$ cat config.mk
export PLATFORM = sky130hd
export DESIGN_NAME = bottle_param_entry
export DESIGN_NICKNAME = d
export VERILOG_FILES = /design/src/rtl/bottle_pkg.sv /design/src/rtl/bottle_param_entry_key_debounce.sv /design/src/rtl/bottle_param_entry.sv
export SDC_FILE = /design/constraint.sdc
export NUM_CORES = 1
export LEC_CHECK = 0
export ABC_AREA = 1
export CORE_ASPECT_RATIO = 1.4
export CORE_UTILIZATION = 41
export CTS_CLUSTER_DIAMETER = 80
export DETAILED_ROUTE_END_ITERATION = 7
export GPL_ROUTABILITY_DRIVEN = 0
export SLEW_MARGIN = 40
export SYNTH_ARGS = -nofsm -noshare
export SYNTH_HDL_FRONTEND = slang
export SYNTH_SLANG_ARGS = --single-unit
export TNS_END_PERCENT = 50
$ cat constraint.sdc
create_clock -name CLK -period 4.1 [get_ports CLK]
set_clock_uncertainty 0.15 [all_clocks]
set_input_delay 0.82 -clock CLK [delete_from_list [all_inputs] [get_ports CLK]]
set_output_delay 0.82 -clock CLK [all_outputs]
set_load 0.1 [all_outputs]
$ cat src/rtl/bottle_pkg.sv
// Shared definitions for the bottle parameter entry block.
// - state_e : edit FSM state, its encoding doubles as the edit_sel output
// - BCD_MIN / BCD_MAX : legal range of a 2-digit BCD limit
// - bcd2_inc / bcd2_dec : 2-digit BCD step with wrap inside 01..99
package bottle_pkg;

    typedef enum logic [1:0] {
        StIdle     = 2'b00,
        StEditPill = 2'b01,
        StEditBot  = 2'b10
    } state_e;

    localparam logic [7:0] BCD_MIN = 8'h01;
    localparam logic [7:0] BCD_MAX = 8'h99;

    // 99 wraps to 01; ones digit 9 carries into tens.
    function automatic logic [7:0] bcd2_inc(input logic [7:0] v);
        logic [3:0] h;
        logic [3:0] l;
        h = v[7:4];
        l = v[3:0];
        if (v == BCD_MAX) begin
            return BCD_MIN;
        end else if (l >= 4'd9) begin
            return {h + 4'd1, 4'd0};
        end else begin
            return {h, l + 4'd1};
        end
    endfunction

    // 01 (and a stray 00) wraps to 99; ones digit 0 borrows from tens.
    function automatic logic [7:0] bcd2_dec(input logic [7:0] v);
        logic [3:0] h;
        logic [3:0] l;
        h = v[7:4];
        l = v[3:0];
        if (v <= BCD_MIN) begin
            return BCD_MAX;
        end else if (l == 4'd0) begin
            return {h - 4'd1, 4'd9};
        end else begin
            return {h, l - 4'd1};
        end
    endfunction

endpackage

$ cat src/rtl/bottle_param_entry_key_debounce.sv
// Single push-button conditioner: 2-flop synchronizer followed by a
// stable-count debouncer.
// - CLK, RST : clock, asynchronous active-high reset
// - raw      : bouncy asynchronous button input
// - level    : debounced (accepted) button level
// - press    : one-cycle pulse on the rising edge of level
// A raw rise held from cycle N gives press in cycle N+2+DB_CYCLES.
module key_debounce #(
    parameter int unsigned DB_CYCLES = 20000
) (
    input  logic CLK,
    input  logic RST,
    input  logic raw,
    output logic level,
    output logic press
);

    logic        sync1_q, sync2_q;
    logic        level_q, level_d;
    logic        press_q, press_d;
    logic [15:0] cnt_q, cnt_d;

    // Counter tracks how long the synchronized level has disagreed with the
    // accepted level; any agreement restarts the count.
    always_comb begin
        cnt_d   = '0;
        level_d = level_q;
        press_d = 1'b0;
        if (sync2_q != level_q) begin
            if (cnt_q == 16'(DB_CYCLES - 1)) begin
                level_d = sync2_q;
                press_d = sync2_q;
            end else begin
                cnt_d = cnt_q + 16'd1;
            end
        end
    end

    always_ff @(posedge CLK or posedge RST) begin
        if (RST) begin
            sync1_q <= 1'b0;
            sync2_q <= 1'b0;
            level_q <= 1'b0;
            press_q <= 1'b0;
            cnt_q   <= '0;
        end else begin
            sync1_q <= raw;
            sync2_q <= sync1_q;
            level_q <= level_d;
            press_q <= press_d;
            cnt_q   <= cnt_d;
        end
    end

    assign level = level_q;
    assign press = press_q;

endmodule

$ cat src/rtl/bottle_param_entry.sv
// Operator entry stage for the pill/bottle counter limits.
// - CLK, RST          : clock, asynchronous active-high reset
// - isWork            : line running, locks out and aborts editing
// - key_mode/inc/dec/ok : raw push-buttons
// - maxH/maxL         : committed pills-per-bottle (BCD)
// - bot_maxH/bot_maxL : committed bottles-per-batch (BCD)
// - EN_set, set       : edit-mode flag and one-cycle commit strobe
// - edit_sel          : 00 idle, 01 editing pills, 10 editing bottles
// - dispH/dispL       : value under edit, committed pill value when idle
module bottle_param_entry
    import bottle_pkg::*;
#(
    parameter int unsigned DB_CYCLES  = 20000,
    parameter logic [3:0]  DEF_PILL_H = 4'd1,
    parameter logic [3:0]  DEF_PILL_L = 4'd0,
    parameter logic [3:0]  DEF_BOT_H  = 4'd0,
    parameter logic [3:0]  DEF_BOT_L  = 4'd5
) (
    input  logic       CLK,
    input  logic       RST,
    input  logic       isWork,
    input  logic       key_mode,
    input  logic       key_inc,
    input  logic       key_dec,
    input  logic       key_ok,
    output logic [3:0] maxL,
    output logic [3:0] maxH,
    output logic [3:0] bot_maxL,
    output logic [3:0] bot_maxH,
    output logic       EN_set,
    output logic       set,
    output logic [1:0] edit_sel,
    output logic [3:0] dispL,
    output logic [3:0] dispH
);

    localparam logic [7:0] DefPill = {DEF_PILL_H, DEF_PILL_L};
    localparam logic [7:0] DefBot  = {DEF_BOT_H, DEF_BOT_L};

    // Index order: 0 mode, 1 inc, 2 dec, 3 ok
    logic [3:0] key_raw, key_level, key_press;

    assign key_raw = {key_ok, key_dec, key_inc, key_mode};

    for (genvar k = 0; k < 4; k++) begin : g_key
        key_debounce #(
            .DB_CYCLES(DB_CYCLES)
        ) u_key_debounce (
            .CLK  (CLK),
            .RST  (RST),
            .raw  (key_raw[k]),
            .level(key_level[k]),
            .press(key_press[k])
        );
    end

    // A press always coincides with a high accepted level; gating keeps the
    // pulse honest should the two ever disagree.
    logic p_ok, p_mode, p_inc, p_dec;
    logic [3:0] p_raw;
    assign p_raw  = key_press & key_level;
    assign p_ok   = p_raw[3];
    assign p_mode = p_raw[0] & ~p_raw[3];
    assign p_inc  = p_raw[1] & ~p_raw[3] & ~p_raw[0];
    assign p_dec  = p_raw[2] & ~p_raw[3] & ~p_raw[0] & ~p_raw[1];

    state_e     state_q, state_d;
    logic [7:0] pill_q, pill_d;
    logic [7:0] bot_q, bot_d;
    logic [7:0] pill_sh_q, pill_sh_d;
    logic [7:0] bot_sh_q, bot_sh_d;
    logic [7:0] disp_q, disp_d;
    logic       set_q, set_d;

    always_comb begin
        state_d   = state_q;
        pill_d    = pill_q;
        bot_d     = bot_q;
        pill_sh_d = pill_sh_q;
        bot_sh_d  = bot_sh_q;
        set_d     = 1'b0;

        if (isWork) begin
            // Running line: abort any edit, ignore all keys.
            state_d = StIdle;
        end else begin
            case (state_q)
                StIdle: begin
                    if (p_mode) begin
                        pill_sh_d = pill_q;
                        bot_sh_d  = bot_q;
                        state_d   = StEditPill;
                    end
                end
                StEditPill, StEditBot: begin
                    if (p_ok) begin
                        pill_d  = pill_sh_q;
                        bot_d   = bot_sh_q;
                        set_d   = 1'b1;
                        state_d = StIdle;
                    end else if (p_mode) begin
                        state_d = (state_q == StEditPill) ? StEditBot : StEditPill;
                    end else if (p_inc) begin
                        if (state_q == StEditPill) pill_sh_d = bcd2_inc(pill_sh_q);
                        else                       bot_sh_d  = bcd2_inc(bot_sh_q);
                    end else if (p_dec) begin
                        if (state_q == StEditPill) pill_sh_d = bcd2_dec(pill_sh_q);
                        else                       bot_sh_d  = bcd2_dec(bot_sh_q);
                    end
                end
                default: state_d = StIdle;
            endcase
        end

        // Display follows the next state so it stays aligned with edit_sel.
        case (state_d)
            StEditPill: disp_d = pill_sh_d;
            StEditBot:  disp_d = bot_sh_d;
            default:    disp_d = pill_d;
        endcase
    end

    always_ff @(posedge CLK or posedge RST) begin
        if (RST) begin
            state_q   <= StIdle;
            pill_q    <= DefPill;
            bot_q     <= DefBot;
            pill_sh_q <= DefPill;
            bot_sh_q  <= DefBot;
            disp_q    <= DefPill;
            set_q     <= 1'b0;
        end else begin
            state_q   <= state_d;
            pill_q    <= pill_d;
            bot_q     <= bot_d;
            pill_sh_q <= pill_sh_d;
            bot_sh_q  <= bot_sh_d;
            disp_q    <= disp_d;
            set_q     <= set_d;
        end
    end

    assign maxH     = pill_q[7:4];
    assign maxL     = pill_q[3:0];
    assign bot_maxH = bot_q[7:4];
    assign bot_maxL = bot_q[3:0];
    assign EN_set   = (state_q != StIdle);
    assign edit_sel = state_q;
    assign set      = set_q;
    assign dispH    = disp_q[7:4];
    assign dispL    = disp_q[3:0];

endmodule

# Word level (Yosys, flattened, before mapping)
# Index checks and enable logic that the tools add are counted.
classes:
  addsub: 12
  magnitude_cmp: 4
  n_eq_ne: 14
  mux: 55
  bitwise_logic: 11
  reduce_logical: 10
op_table:
  columns: ["op", "count"]
  rows:
  - ["two-way mux 8 bit", 27]
  - ["two-way mux 16 bit", 8]
  - ["adder 16 x 1 -> 16 bit, second input constant", 4]
  - ["== test 16 x 15 -> 1 bit, second input constant", 4]
  - ["one-hot mux 8 bit (2 select lines)", 3]
  - ["adder 4 x 1 -> 4 bit, second input constant", 4]
  - ["== test 8 bit, second input constant", 2]
  - ["less-or-equal comparator 8 x 1 -> 1 bit, second input constant", 2]
  - ["subtractor 4 x 1 -> 4 bit, second input constant", 4]
  - ["two-way mux 1 bit", 11]
  - ["two-way mux 2 bit", 5]
  - [">= comparator 4 bit, second input constant", 2]
  - ["logical NOT 4 bit", 2]
  - ["AND reduction 2 bit", 4]
  - ["bitwise AND 1 bit", 6]
  - ["bitwise AND 4 bit", 1]
  - ["== test 2 x 1 -> 1 bit, second input constant", 2]
  - ["== test 2 bit, second input constant", 2]
  - ["inequality test 1 bit", 4]
  - ["inverter 1 bit", 4]
  - ["one-hot mux 2 bit (2 select lines)", 1]
  - ["AND reduction 3 bit", 1]
  - ["logical NOT 2 bit", 1]
  - ["nonzero test 2 bit", 1]
  - ["OR reduction 2 bit", 1]
word_totals:
  register_bits: 123
  in_bits: 7
  out_inout_bits: 28
  word_cells: 133

# Depth between registers and ports, before layout
# Gate-level depths: netlist of run 1.
depth:
  ltp_word: 12
  ltp_mapped: 17
  mapped_depth_nobuf: 17

# Hierarchy
# Synthesis of run 1 repeated with hierarchy kept, for this count alone.
unflattened:
  cells_unflattened: 1093
  hier_area_um2: 7960.1
by_module_without_submodules:
  columns: ["mod", "n_inst", "cells_each", "area_each_um2", "seq_area_each_um2"]
  rows:
  - ["bottle_param_entry", 1, 548, 3713.6, 1084.8]
  - ["key_debounce at g_key[0].u_key_debounce ...", 3, 137, 1051.0, 500.5]
  - ["key_debounce at g_key[3].u_key_debounce", 1, 134, 1093.5, 500.5]

# Least setup slack after synthesis of run 1
# Ideal clock, no wire load.
synth_timing:
  path_type: "reg2reg"
  start: "register state_q[1], in the netlist edit_sel[1]"
  end: "register disp_q[0]"
  setup_time_ps: 77
  t_arrival_ps: 3432
  t_required_ps: 3873
  path_slack_ps: 441
  path_stages_with_launch: 14
  n_path_buf: 2
  synth_period_minus_slack_ps: 3659
  path_cell_list: "dfrtp_1 > inv_1 > ha_1 > clkbuf_1 > inv_1 > o32ai_1 > nand2_1 > inv_1 > ha_1 > clkbuf_1 > clkinv_1 > nand2_1 > inv_1 > a21oi_1"
synth_via:
  word_cells_on_any_way: 31
  cone_classes: "4 x eq/ne; 25 x mux; 2 x reduce/logical"
synth_rtl:
  columns: ["element", "line", "text"]
  rows:
  - ["start: declaration", "bottle_param_entry.sv:67", "state_e state_q, state_d;"]
  - ["start signal: assignment", "bottle_param_entry.sv:125", "state_q <= StIdle;"]
  - ["start signal: assignment", "bottle_param_entry.sv:133", "state_q <= state_d;"]
  - ["== test 2 x 1 -> 1 bit", "bottle_param_entry.sv:87, bottle_param_entry.sv:102", null]
  - ["two-way mux 2 bit", "bottle_param_entry.sv:102", "state_d = (state_q == StEditPill) ? StEditBot : StEditPill;"]
  - ["two-way mux 2 bit", "bottle_param_entry.sv:101", "end else if (p_mode) begin"]
  - ["two-way mux 2 bit", "bottle_param_entry.sv:96", "if (p_ok) begin"]
  - ["one-hot mux 2 bit (2 select lines) *", "bottle_param_entry.sv:87", "case (state_q)"]
  - ["two-way mux 2 bit *", "bottle_param_entry.sv:83", "if (isWork) begin"]
  - ["named net state_d[1]", "bottle_param_entry.sv:67", null]
  - ["== test 2 bit / == test 2 x 1 -> 1 bit (equally long branches)", "bottle_param_entry.sv:116", "case (state_d)"]
  - ["one-hot mux 8 bit (2 select lines) *", "bottle_param_entry.sv:116", null]
  - ["named net disp_d[0]", "bottle_param_entry.sv:72", "logic [7:0] disp_q, disp_d;"]
  - ["end signal: assignment", "bottle_param_entry.sv:130", "disp_q <= DefPill;"]
  - ["end signal: assignment", "bottle_param_entry.sv:138", "disp_q <= disp_d;"]
  - ["end: declaration", "bottle_param_entry.sv:72", null]
# The timed path passes the listed nets; every way through them passes the cells marked *.
# A chain may end at the register's enable or synchronous reset.

# Worst setup path in the final report of run 1
layout_timing:
  start: "register state_q[0], in the netlist edit_sel[0]"
  end: "register disp_q[0]"
# The elaborated chain is that of the path after synthesis.

==> results.py, run 1 <==
metrics = {
    "run_status": {
        "status": "completed",
    },
    "clock_tree": {
        "cts_setup_buffers": 0,
        "path_clk_slew_ns": 0.06,
        "cts_hold_buffers": 0,
        "clock-root-buffer": "clkbuf_16",
        "cts_max_level": 4,
        "clock_path_buffers": 2,
        "numCtsBuffers": 17,
        "cts_resized": 0,
        "clkSinkCount": 123,
        "cts_tree": "built",
        "clock_latency_ns": 0.42,
    },
    "critical_path": {
        "max_stage_delay_ns": 0.61,
        "cp-end-kind": "register",
        "worstReg2RegStart": "edit_sel[0]",
        "worstSetupPathType": "reg -> reg",
        "crit_required_ns": 4.29,
        "cp_data_arrival_time_ns": 3.22,
        "reg2reg_to": "disp_q[0]",
        "worstSetupStartpointType": "register",
        "crit_path_max_fanout": 13,
        "r2r.worst_path.cells": 12,
        "path_cells": "inv_1 > ha_1 > nand2_1 > nand2_1 > o211ai_1 > a21oi_1 > inv_1 > ha_1 > clkinv_1 > nand2_1 > inv_1 > a21oi_1",
        "worst_path_max_delay_cell": "ha_1",
        "r2r_setup_slack_ns": 1.07,
    },
    "global_route": {
        "grt_use_met1": 0.245,
        "grt_overflow": 0,
        "gr-max-usage-layer": "met2",
        "antenna_found_initial": 0,
        "grt_max_degree": 54,
        "grt_pass1_vias": 6261,
        "grt_use_total": 0.214,
        "grt_use_met3": 0.0358,
        "met2_usage": 0.382,
        "grt_pass1_wl_um": 30000,
    },
    "place": {
        "port_buffers": 34,
        "preCtsSetupSlack_ns": 0.839,
        "dp_hpwl_um": 12800,
        "placed_cell_area_um2": 7620,
    },
    "pwr": {
        "swShare": 0.237,
        "seq_power_share": 0.401,
        "internal_power_uw": 2410,
        "power_frac_comb": 0.063,
        "power_uw": 3160,
        "leakage_uw": 0.00376,
        "ir_drop_uv": 241,
        "clkPwrFrac": 0.536,
        "switching_power_uw": 747,
        "power.density_nw_per_um2": 381,
    },
    "timing": {
        "setup_ws_ns": 1.07,
        "rsz0062_at_grt": "no",
        "hold_viol": 0,
        "fin_crit_sh": 0.739,
        "tns_ns": 0,
        "worst_hold_slack_ns": 0.196,
        "slew_headroom": 0.516,
        "slew_violations": 0,
        "setup_viol": 0,
        "worst_pin_slew_ns": 0.721,
        "min_period_ns": 3.03,
        "fmax_ghz": 0.330,
    },
    "cells_and_area": {
        "drive_gt1_frac": 0.107,
        "diodes": 0,
        "area_delta_synth_final_pct": 15.3,
        "final_cell_area_um2": 8280,
        "layout.nets": 1009,
    },
    "synthesis": {
        "ys_types": 47,
        "syn_inst": 942,
        "yosysTopAreaCellShare": 0.404,
        "synth_nets": 972,
        "ys_seq_area_frac": 0.430,
        "yosys_warnings": 0,
        "yosys_register_bits": 123,
        "syn-cell-area_um2": 7180,
        "syn_avg_cell_area_um2": 7.63,
        "synth.largest_area_cell": "dfrtp_1",
        "synth_area_leaders": "dfrtp_1 (40%), nand2_1 (14%), inv_1 (5.1%)",
    },
    "floorplanning": {
        "fp.coreArea_um2": 17000,
        "ios": 35,
        "start_util": 0.424,
        "die_h_um": 159,
        "row_count": 56,
        "die_area_um2": 18100,
        "die_w_um": 114,
    },
    "worst_hold_path": {
        "min_from": "g_key[2].u_key_debounce.sync1_q",
        "hold_path.class": "reg -> reg",
        "hold-path-endpoint": "g_key[2].u_key_debounce.sync2_q",
        "min_path_cells": 0,
    },
    "detailed_routing": {
        "vias": 6265,
        "detail-route-antenna-nets": 0,
        "dr.pass1.iters": 5,
        "wirelength_um": 17700,
        "viasPerCell": 5.12,
        "initialDrtViolationCount": 331,
        "drc": 0,
        "wl_per_cell_um": 14.4,
    },
    "run": {
        "cap_violations": 0,
    },
}
## cell usage in the layout, fill, tap and decap left out, types with 4 or more instances in the layout
cell type,count
o21ai_0,49
clkbuf_16,17
a21oi_1,37
ha_1,23
inv_2,7
clkdlybuf4s50_1,6
nand4_1,11
nand2_1,262
inv_1,95
nor3_1,21
o21ai_1,10
nor4_1,11
nand3_1,72
nor2_2,5
nor3_2,4
a211oi_1,4
dfrtp_1,116
bufinv_16,5
xor2_1,24
nor2_1,92
a21boi_0,15
buf_2,27
buf_4,5
dfstp_2,7
nor3b_1,17
## Yosys cell counts (all sizes together)
cell type  number
nor3b          17
nor4           14
clkinv          2
nor2          101
a21boi         15
o211ai          2
clkbuf          9
o21ai          61
xnor2           1
inv           103
nand3b          3
nand3          73
xor2           24
o21a            1
nor3           25
o31ai           2
dfstp           7
a221oi          3
a211oi          4
o22ai           1
a21oi          38
nand2         266
buf            12
ha             23
a31oi           1
and2            1
or2             2
nand4          13
o32ai           1
dfrtp         116
o21bai          1
## worst max-delay path, delay by kind of cell (launching register included)
kind | cells | cell delay, ns
adder cells (fa/ha/maj) | 2 | 1.08
buffers and inverters | 4 | 0.48
flip-flops | 1 | 0.42
AO/OA/AOI/OAI | 3 | 0.42
AND/OR/NAND/NOR | 3 | 0.37
## power by group through the flow
stage          Combinational, uW  Sequential, uW  Clock (uW)
2_1_floorplan               72.6            1370           0
3_3_place_gp                 213            1290           0
3_5_place_dp                 203            1290           0
4_1_cts                      203            1270        1720
5_1_grt                      218            1270        1780
6_report                     200            1270        1690
## how the worst max path moves through the flow
stage | to | slack (ns) | from
4_1_cts | disp_q[0] | 1.10 | edit_sel[0]
2_1_floorplan | disp_q[0] | 0.44 | edit_sel[1]
5_1_grt | disp_q[0] | 0.78 | edit_sel[0]
3_5_place_dp | disp_q[0] | 0.84 | isWork
3_3_place_gp | disp_q[0] | 0.95 | isWork
6_report | disp_q[0] | 1.07 | edit_sel[0]
## flip-flops by register name, indices dropped and copies added, names as in the netlist
register,flops
pill_sh_q,8
bot_q,8
edit_sel,2
g_key.u_key_debounce.press,4
g_key.u_key_debounce.sync2_q,4
g_key.u_key_debounce.sync1_q,4
bot_sh_q,8
g_key.u_key_debounce.level,4
set,1
disp_q,8
g_key.u_key_debounce.cnt_q,64
pill_q,8
## final cells by class
| type | instances | area [um2] |
|---|---|---|
| clock buffer | 22 | 474 |
| fill | 1725 | 8670 |
| sequential | 123 | 3090 |
| inverter | 105 | 398 |
| clock inverter | 10 | 188 |
| timing repair buffer | 39 | 253 |
| tap | 232 | 290 |
| multi-input combinational | 693 | 3590 |
## stage by stage
| stage | cells | util |
|---|---|---|
| 2_1_floorplan | 942 | - |
| 3_3_place_gp | 1192 | 0.457 |
| 3_5_place_dp | 1192 | 0.450 |
| 4_1_cts | 1224 | 0.489 |
| 5_1_grt | 1224 | 0.489 |
| 6_report | 1224 | 0.489 |
## cell families after synthesis
| logic type | share of synthesized area |
|---|---|
| xor gates and xnor gates | 0.0305 |
| adders and majority gates | 0.0401 |
| DFF | 0.430 |
| and+or+nand+nor | 0.326 |
| AOI/OAI and AO/OA | 0.104 |
| buffers and inverters | 0.0698 |
## metal layers
metal | vias to the layer above | wire length [um]
met3 | 40 | 505
met5 | - | 0
met1 | 2940 | 7330
met2 | 126 | 9110
met4 | 0 | 728
li1 | 3159 | -
Note: power is estimated with default switching activity, not from simulation.
==> run 2, diff against run 1 <==
clock period = 3.1 ns   (was 4.1 ns; I/O delays follow)
==> run 2 against run 1 <==
Worst setup slack lost 0.59 ns. Count of clock-buffer cells in the layout is 2 higher. Largest power group unchanged. Critical path type unchanged. Sequential share of layout area about the same. Total power is 22% higher. Via count is 1.1% lower. Largest cell class unchanged. Register-to-register slack got worse by 0.59 ns.
==> results.py, run 2 (synthesis gave the netlist of run 1 again) <==
metrics = {
    "global_route": {
        "grt_overflow": 0,
        "grt_pass1_vias": 6011,
        "grt_use_total": 0.210,
        "grt_max_degree": 124,
        "grt_pass1_wl_um": 29100,
        "antenna_found_initial": 0,
    },
    "critical_path": {
        "worstSetupStartpointType": "register",
        "cp.depth": 12,
        "worst_path_max_delay_cell": "ha_1",
        "cp_data_arrival_time_ns": 2.82,
        "crit_buf_inv": 4,
        "max_stage_delay_ns": 0.45,
        "cp-end-kind": "register",
        "worstReg2RegStart": "edit_sel[1]",
        "r2r.worst_path.cells": 12,
        "crit_path_max_fanout": 9,
        "path_cells": "inv_1 > ha_1 > nand2_1 > nand2_1 > o211ai_1 > a21oi_1 > inv_1 > ha_1 > clkinv_1 > nand2_1 > inv_1 > a21oi_1",
        "cp-startpoint": "edit_sel[1]",
        "worstSetupPathType": "reg -> reg",
        "cpLargestDelayFamily": "adder cells",
        "crit_required_ns": 3.30,
    },
    "run": {
        "cap_violations": 0,
    },
    "cells_and_area": {
        "final_common_cell": "nand2_1",
        "area_delta_synth_final_pct": 15.2,
        "drive_gt1_frac": 0.105,
        "final_util": 0.488,
        "layout_common_cells": "nand2_1 (262), dfrtp_1 (116), inv_1 (97)",
        "max_flop_register": "g_key.u_key_debounce.cnt_q",
        "diodes": 0,
        "largest_reg_flops": 64,
        "layout.nets": 1012,
    },
    "clock_tree": {
        "cts_resized": 0,
        "clkSinkCount": 123,
        "path_clk_slew_ns": 0.06,
        "clock_path_buffers": 2,
        "cts_tree": "built",
        "clock-root-buffer": "clkbuf_16",
        "clock_latency_ns": 0.42,
        "cts_hold_buffers": 0,
        "cts_setup_buffers": 0,
        "cts_max_level": 4,
        "numCtsBuffers": 17,
    },
    "worst_hold_path": {
        "min_path_cells": 0,
        "hold_path.class": "reg -> reg",
        "min_from": "g_key[2].u_key_debounce.sync1_q",
    },
    "detailed_routing": {
        "drc": 0,
        "wirelength_um": 17700,
        "viasPerCell": 5.05,
        "wl_per_cell_um": 14.5,
        "initialDrtViolationCount": 358,
        "vias": 6198,
        "detail-route-antenna-nets": 0,
        "dr.pass1.iters": 5,
    },
    "timing": {
        "min_period_ns": 2.62,
        "fmax_ghz": 0.382,
        "rsz0062_at_grt": "no",
        "slew_headroom": 0.488,
        "fin_crit_sh": 0.844,
        "worst_pin_slew_ns": 0.762,
        "setup_viol": 0,
        "slew_violations": 0,
        "worst_hold_slack_ns": 0.195,
        "hold_viol": 0,
        "setup_ws_ns": 0.483,
    },
    "pwr": {
        "leakage_uw": 0.00375,
        "power.density_nw_per_um2": 466,
        "ir_drop_uv": 295,
    },
    "floorplanning": {
        "start_util": 0.424,
        "ios": 35,
        "fp.coreArea_um2": 17000,
        "die_h_um": 159,
        "row_count": 56,
        "die_w_um": 114,
        "die_area_um2": 18100,
    },
    "place": {
        "port_buffers": 34,
        "preCtsSetupSlack_ns": 0.304,
        "dp_hpwl_um": 13000,
    },
    "run_status": {
        "status": "completed",
    },
}
## run 2: through the flow
stage | instances | setup TNS (ns) | cell area [um2] | power, uW
global route | 1227 | 0 | 8280 | 4010
CTS | 1227 | 0 | 8280 | 3920
finish | 1227 | 0 | 8280 | 3860
global placement | 1195 | 0 | 7710 | 1980
floorplan | 942 | -4.09 | 7190 | 1910
detailed placement | 1195 | 0 | 7710 | 1980
## run 2: path summary, 6_finish.rpt
path                                                    to  slack (ns)
min in group asynchronous                         bot_q[5]        0.56
hold / removal             g_key[2].u_key_debounce.sync2_q        0.20
setup / recovery                                 disp_q[0]        0.48
hold reg to reg            g_key[2].u_key_debounce.sync2_q        0.20
setup reg to reg                                 disp_q[0]        0.48
max in group asynchronous                     pill_sh_q[0]        1.69
## run 2: area by class of cell
class                           count  area, um2
Multi-Input combinational cell    693       3590
Clock inverter                      8       92.6
Tap cell                          232        290
Fill cell                        1758       8680
Inverter                          105        398
Clock buffer                       24        472
Timing Repair Buffer               42        343
Sequential cell                   123       3090
## run 2: power breakdown
group | switching, uW | internal, uW | leakage, uW | total, uW
registers | 30.6 | 1650 | 0.00155 | 1680
logic | 214 | 58.5 | 0.00192 | 272
clock network | 695 | 1220 | 0.000278 | 1910
total | 940 | 2920 | 0.00375 | 3860
## run 2: metal layers
layer	global-route usage	share of wire	vias up	wire length [um]
li1	-	-	3153	-
met5	0	0	-	0
met3	0.0369	0.024	57	420
met2	0.372	0.51	113	8970
met4	0.140	0.055	0	979
met1	0.231	0.42	2875	7370
==> run 3, diff against run 2 <==
clock period = 2.5 ns   (was 3.1 ns; I/O delays follow)
==> run 3 against run 2 <==
Worst setup slack lost 0.31 ns. Die area did not move. Flip-flop and latch count is the same. Critical path type unchanged.
==> results.py, run 3 (synthesis gave the netlist of run 1 again) <==
metrics = {
    "run_status": {
        "status": "completed",
    },
    "timing": {
        "worst_hold_slack_ns": 0.195,
        "min_period_ns": 2.33,
        "worst_pin_slew_ns": 0.509,
        "fin_crit_sh": 0.932,
        "setup_ws_ns": 0.171,
        "fmax_ghz": 0.429,
        "slew_violations": 0,
        "slew_headroom": 0.661,
        "hold_viol": 0,
        "setup_viol": 0,
        "rsz0062_at_grt": "no",
    },
    "critical_path": {
        "worstSetupStartpointType": "register",
        "cp_data_arrival_time_ns": 2.48,
        "cp-end-kind": "register",
        "worstSetupPathType": "reg -> reg",
        "crit_path_max_fanout": 9,
        "crit_required_ns": 2.65,
    },
    "cells_and_area": {
        "final_common_cell": "nand2_1",
        "diodes": 0,
        "layout.nets": 1032,
        "drive_gt1_frac": 0.131,
        "regArea_um2": 3090,
        "final_util": 0.502,
        "max_flop_register": "g_key.u_key_debounce.cnt_q",
        "area_delta_synth_final_pct": 18.5,
        "largest_reg_flops": 64,
        "layout_common_cells": "nand2_1 (262), dfrtp_1 (116), inv_1 (94)",
        "multi_input_area_um2": 3610,
        "nFillCells": 1676,
    },
    "global_route": {
        "antenna_found_initial": 0,
        "grt_use_total": 0.215,
        "grt_max_degree": 42,
        "grt_overflow": 0,
        "grt_pass1_vias": 6292,
        "grt_pass1_wl_um": 29900,
    },
    "pwr": {
        "leakage_uw": 0.00386,
        "clkPwrFrac": 0.497,
        "swShare": 0.244,
        "power_frac_comb": 0.075,
        "power.density_nw_per_um2": 569,
        "power_uw": 4840,
        "switching_power_uw": 1180,
        "seq_power_share": 0.428,
        "internal_power_uw": 3660,
        "ir_drop_uv": 369,
    },
    "floorplanning": {
        "ios": 35,
        "die_area_um2": 18100,
        "row_count": 56,
        "die_w_um": 114,
        "die_h_um": 159,
        "fp.coreArea_um2": 17000,
        "start_util": 0.424,
    },
    "worst_hold_path": {
        "hold_path.class": "reg -> reg",
    },
    "clock_tree": {
        "numCtsBuffers": 17,
        "path_clk_slew_ns": 0.06,
        "clock-root-buffer": "clkbuf_16",
        "clkSinkCount": 123,
        "cts_max_level": 4,
        "cts_tree": "built",
        "clock_latency_ns": 0.41,
        "cts_hold_buffers": 0,
        "clock_path_buffers": 2,
    },
    "place": {
        "preCtsSetupSlack_ns": -0.0715,
        "port_buffers": 34,
        "dp_hpwl_um": 13500,
    },
    "run": {
        "cap_violations": 0,
    },
    "detailed_routing": {
        "viasPerCell": 5.07,
        "wl_per_cell_um": 14.4,
        "initialDrtViolationCount": 339,
        "vias": 6320,
        "dr.pass1.iters": 7,
        "drc": 0,
        "wirelength_um": 17900,
        "detail-route-antenna-nets": 0,
    },
}
==> run 3: metrics by stage <==
stage               instances  instance area, um2  TNS, ns
detailed placement       1214                7910   -0.146
finish                   1247                8510        0
CTS                      1246                8490        0
floorplan                 942                7190    -9.72
global route             1247                8510        0
global placement         1214                7910  -0.0241
==> run 3: power groups by stage <==
stage                     Clock, uW  Combinational [uW]  Sequential (uW)
after floorplan                   0                 119             2240
after global placement            0                 368             2100
after detailed placement          0                 369             2110
after CTS                      2450                 369             2070
after global routing           2530                 397             2080
final                          2400                 364             2070
==> run 3: cell type report <==
class                   instances  area share
multi-input cells             693       0.424
well taps                     232      0.0341
inverters                     105      0.0472
flip-flops and latches        123       0.363
clock buffers                  27      0.0615
clock inverters                 5     0.00691
repair buffers                 62      0.0638
==> run 3: worst max-delay path, cell delays in order (launching register included) <==
cell and delay [ns]:
dfrtp_1 0.41, nand2_2 0.13, a21oi_4 0.22, inv_1 0.09, nor2_1 0.17, a21oi_1 0.06
o32ai_1 0.14, nand2_1 0.13, inv_1 0.10, ha_2 0.29, clkinvlp_4 0.15, nand2_1 0.07
inv_1 0.05, a21oi_1 0.05
==> run 3: worst paths after layout <==
path | from | endpoint | slack, ns | cells past startpoint
worst min register to register | g_key[0].u_key_debounce.sync1_q | g_key[0].u_key_debounce.sync2_q | 0.19 | 0
worst max-delay path | g_key[0].u_key_debounce.level | disp_q[0] | 0.17 | 13
min in group asynchronous | RST | g_key[0].u_key_debounce.cnt_q[6] | 0.30 | 2
max in group asynchronous | RST | pill_q[4] | 1.34 | 3
worst max register to register | g_key[0].u_key_debounce.level | disp_q[0] | 0.17 | 13
worst min-delay path | g_key[0].u_key_debounce.sync1_q | g_key[0].u_key_debounce.sync2_q | 0.19 | 0
==> run 3: what timing repair did <==
action / CTS / global route
gates resized for setup: 0 / 8
endpoints found under the setup margin: 0 / 8
buffers inserted: 0 / 1
==> run 3: metal layers <==
| metal | GRT usage | up-vias | wire (um) |
|---|---|---|---|
| li1 | - | 3204 | - |
| met1 | 0.233 | 2915 | 7300 |
| met2 | 0.386 | 141 | 9130 |
| met3 | 0.0369 | 60 | 515 |
| met4 | 0.137 | 0 | 991 |
| met5 | 0 | - | 0 |
==> RTL edit 1, RTL diff (settings of run 1) <==
Change the package constant `BCD_MAX` from 8'h99 to 8'h4C.
--- a/src/rtl/bottle_pkg.sv
+++ b/src/rtl/bottle_pkg.sv
@@ -12,5 +12,5 @@
 
     localparam logic [7:0] BCD_MIN = 8'h01;
-    localparam logic [7:0] BCD_MAX = 8'h99;
+    localparam logic [7:0] BCD_MAX = 8'h4C;
 
     // 99 wraps to 01; ones digit 9 carries into tens.
Function: same outputs for any inputs over 10 cycles, from zero or initial values and one cycle with RST high; that may be too few to reach the edited logic, so the function may still have changed.
==> RTL edit 1 against run 1 <==
Power down 2.5%; design area unchanged; setup slack better by 0.085 ns; non-clock buffer count up 1; count of clock-buffer cells in the layout up 1; wire length up 3.2%; sequential share of layout area unchanged; area after synthesis up 0.19%; clock power down 7%; sequential cell count unchanged; critical path type unchanged; critical endpoint is now disp_q[5]; largest power group unchanged.
==> RTL edit 1: results (changes against run 1) <==
- Status: complete, no violations
- Crit path max-delay cell type: clkinv_1
- Most frequent cells after synthesis: 242 x nand2_1, 116 x dfrtp_1, 104 x inv_1, 103 x nor2_1, 81 x nand3_1
- 1st-iter DRT viols: 420 (+27%)
- Worst hold slack: 0.205 ns (+0.00974 ns)
- Fmax: 340 MHz (+2.9%)
- Hpwl dp: 13700 um (+7.2%)
- Seq/Total Area, Yosys: 0.429 (-0.000822)
- Non-Filler Instances: 1238 (+1.1%)
- Crit Reg-Reg Endpoint: disp_q[5]
- Via/cell ratio: 5.18 (+1.2%)
- Complex-gate fraction of the synthesized area: 0.119 (+0.0149)
- Placed cell area: 7630 um2 (+0.11%)
- Total track usage: 0.212 (-0.00129)
- Adder-cell share of the synthesized area: 0.0365 (-0.00355)
- CP max FO: 32 (+19)
- Final nets: 1019 (+0.99%)
- Vias in the first global route: 6167 (-1.5%)
- R2R setup slack: 1.16 ns (+0.09 ns)
- Max VDD drop: 0.276 mV (+14%)
- WL/cell: 14.7 um (+2.0%)
- Static Leak: 3.79 nW (+0.95%)
- Fraction of layout cells with a size suffix above 1: 0.0998 (-0.00705)
- Initial DRT Pass Iterations: 6 (+1)
- Peak per-stage delay on the critical path: 0.68 ns (+0.07 ns)
- Syn Area/Cell: 7.52 um2 (-1.4%)
- Synth unique cells: 43 (-8.5%)
- Combinational cell power: 0.222 mW (+11%)
[RTL edit 1: changes by cell type after synthesis, sizes merged, moves of 5 or more]
cell,run 1,this run
nand4,13,18
nor2,101,112
nand2,266,249
xor2,24,19
a21oi,38,50
nor3,25,19
nor3b,17,11
nand3,73,82
o21ai,61,66
[RTL edit 1: critical path, delay by kind of cell, from the launching register on]
kind                     cells  cell delay [ns]
flip-flops                   1             0.46
AO/OA/AOI/OAI                1             0.59
buffers and inverters        3             0.91
AND/OR/NAND/NOR              3             0.47
adder cells (fa/ha/maj)      1             0.29
[RTL edit 1: final cells by class]
cell class,count,area (um2)
inverters,107,408
fillers,1760,8970
multi-input cells,702,3590
flip-flops and latches,123,3090
clock inverters,7,138
clock buffers,23,488
repair buffers,40,280
well taps,236,295
[RTL edit 1: layer usage]
layer,wire (um),global-route usage,part of all wire,vias up
met1,7470,0.243,0.41,3018
li1,-,-,-,3190
met4,707,0.109,0.039,0
met3,631,0.0366,0.035,54
met5,0,0,0,-
met2,9430,0.373,0.52,153
==> RTL edit 2, RTL diff (settings of run 1) <==
Made on the original files. Put a register stage on the outputs `maxL`, `maxH`, `bot_maxL`, `bot_maxH`, `EN_set`, `dispL` and `dispH`, cleared by the reset. The values now appear one clock later. The other outputs are not delayed to match. Comments in the files are not updated.
--- a/src/rtl/bottle_param_entry.sv
+++ b/src/rtl/bottle_param_entry.sv
@@ -141,13 +141,25 @@
     end
 
-    assign maxH     = pill_q[7:4];
-    assign maxL     = pill_q[3:0];
-    assign bot_maxH = bot_q[7:4];
-    assign bot_maxL = bot_q[3:0];
-    assign EN_set   = (state_q != StIdle);
     assign edit_sel = state_q;
     assign set      = set_q;
-    assign dispH    = disp_q[7:4];
-    assign dispL    = disp_q[3:0];
+    always_ff @(posedge CLK or posedge RST) begin
+        if (RST) begin
+            maxL     <= '0;
+            maxH     <= '0;
+            bot_maxL <= '0;
+            bot_maxH <= '0;
+            EN_set   <= '0;
+            dispL    <= '0;
+            dispH    <= '0;
+        end else begin
+            maxL     <= pill_q[3:0];
+            maxH     <= pill_q[7:4];
+            bot_maxL <= bot_q[3:0];
+            bot_maxH <= bot_q[7:4];
+            EN_set   <= (state_q != StIdle);
+            dispL    <= disp_q[3:0];
+            dispH    <= disp_q[7:4];
+        end
+    end
 
 endmodule
Function: changed (Yosys sat finds a counterexample within 4 cycles, from zero or initial values and one cycle with RST high).
==> RTL edit 2 against run 1 <==
Wire length is 2.2% higher; synthesized cell count is 2.8% higher; sequential cell count is 25 higher; largest cell class is now flip-flops and latches; design area is 8.0% higher; power is 3.9% higher; setup slack better by 0.23 ns; final cell count is 3.3% higher; area after synthesis is 9.3% higher; non-clock buffer count is 4 higher.
==> RTL edit 2: results (changes against run 1) <==
- Synth unique cells: 51 (+8.5%)
- Via/cell ratio: 5.10 (-0.31%)
- Static Leak: 4.07 nW (+8.4%)
- Vias in the first global route: 6399 (+2.2%)
- Via count: 6455 (+3.0%)
- Post-place setup slack: 1.03 ns (+0.192 ns)
- Placed cell area: 8330 um2 (+9.3%)
- Logic pwr share: 0.064
- Largest net degree at the start of global routing: 46 (-15%)
- Crit path max-delay cell type: ha_1
- Total track usage: 0.198 (-0.0154)
- Status: complete, no violations
- CTS resizes: 0 (unchanged)
- Peak per-stage delay on the critical path: 0.57 ns (-0.04 ns)
- Htree depth: 4 (unchanged)
- Synth top area cells: dfrtp_1 45%, nand2_1 12%, inv_1 4.7%
- Ys Warns: 0 (unchanged)
- Fraction of layout cells with a size suffix above 1: 0.114 (+0.00676)
- Largest register FFs: 64 (unchanged)
- Global-route wire length before repair: 30900 um (+2.7%)
- Post-synth top flop: dfrtp_1
- Clock Path Buffers: 2 (unchanged)
- Routed WL: 18100 um (+2.2%)
- Initial antenna violation count: 0 (unchanged)
- Top reg by flops: g_key.u_key_debounce.cnt_q
- CTS clk-pin slew, worst paths: 0.06 ns (about the same)
- Ys async rst share: 1.00 (unchanged)
- GRT overflow: 0 (unchanged)
- Seq/Total Area, Yosys: 0.473 (+0.0430)
- Cell total after placement: 1232 (+3.4%)
- Max VDD drop: 0.279 mV (+16%)
- Worst Hold Class: reg2reg
- Syn Area/Cell: 8.11 um2 (+6.4%)
- Switching share of power: 0.266 (+0.0295)
- Hpwl dp: 13000 um (+1.6%)
- Fillers: 1875 (+8.7%)
- Final core utilization: 0.479 (-0.00963)
- Worst EP arrival: 3.00 ns (-0.22 ns)
- Syn Nets: 998 (+2.7%)
- 1st-iter DRT viols: 335 (+1.2%)
- Most frequent cells after synthesis: 260 x nand2_1, 141 x dfrtp_1, 98 x inv_1, 87 x nor2_1, 73 x nand3_1
- CTS Buf Count: 17 (unchanged)
- ANT cells: 0 (unchanged)
- Post-CTS Setup Bufs: 0 (unchanged)
- Max-slew headroom at the worst pin: 0.643 (+0.127)
[RTL edit 2: power groups by stage]
stage / Sequential (mW) / Combinational (mW) / Clock, mW
after CTS: 1.53 / 0.211 / 1.59
after detailed placement: 1.55 / 0.211 / 0
after global placement: 1.56 / 0.222 / 0
after global routing: 1.53 / 0.230 / 1.66
after floorplan: 1.63 / 0.0771 / 0
final: 1.53 / 0.210 / 1.54
[RTL edit 2: worst paths after layout]
| path | start | to | slack (ns) | depth (start not counted) |
|---|---|---|---|---|
| worst min register to register | g_key[3].u_key_debounce.sync1_q | g_key[3].u_key_debounce.sync2_q | 0.20 | 0 |
| min in group asynchronous | RST | g_key[0].u_key_debounce.cnt_q[6] | 0.57 | 2 |
| max in group asynchronous | RST | g_key[2].u_key_debounce.level | 2.29 | 5 |
| worst max register to register | edit_sel[0] | disp_q[0] | 1.30 | 12 |
| worst min-delay path | g_key[3].u_key_debounce.sync1_q | g_key[3].u_key_debounce.sync2_q | 0.20 | 0 |
| worst max-delay path | edit_sel[0] | disp_q[0] | 1.30 | 12 |
[RTL edit 2: layout make-up]
cell class	count	share of cell area
clock buffers	17	0.0476
clock inverters	15	0.0179
inverters	104	0.0441
multi-input cells	694	0.406
flip-flops and latches	148	0.415
well taps	244	0.0341
repair buffers	43	0.0350
[RTL edit 2: kinds of logic (layout without fill, tap and decap cells)]
logic type | count (synthesis) | in the layout | share of synthesized area
AOI/OAI and AO/OA | 134 | 134 | 0.0997
adders and majority gates | 23 | 23 | 0.0366
DFF | 148 | 148 | 0.473
buffers and inverters | 126 | 179 | 0.0645
and+or+nand+nor | 513 | 513 | 0.300
xor gates and xnor gates | 24 | 24 | 0.0268
[RTL edit 2: critical path: cells and delay by family, from the launching register on]
kind / cells / cell delay, ns
adders and majority gates: 2 / 0.87
buffers and inverters: 4 / 0.49
DFF: 1 / 0.43
AOI/OAI and AO/OA: 3 / 0.41
and+or+nand+nor: 3 / 0.38
[RTL edit 2: metal layers]
| layer | vias to the layer above | wire length, um | share of wire | global-route usage |
|---|---|---|---|---|
| li1 | 3260 | - | - | - |
| met1 | 3049 | 7830 | 0.43 | 0.234 |
| met2 | 116 | 9170 | 0.51 | 0.350 |
| met3 | 30 | 619 | 0.034 | 0.0391 |
| met4 | 0 | 451 | 0.025 | 0.0782 |
| met5 | - | 0 | 0 | 0 |
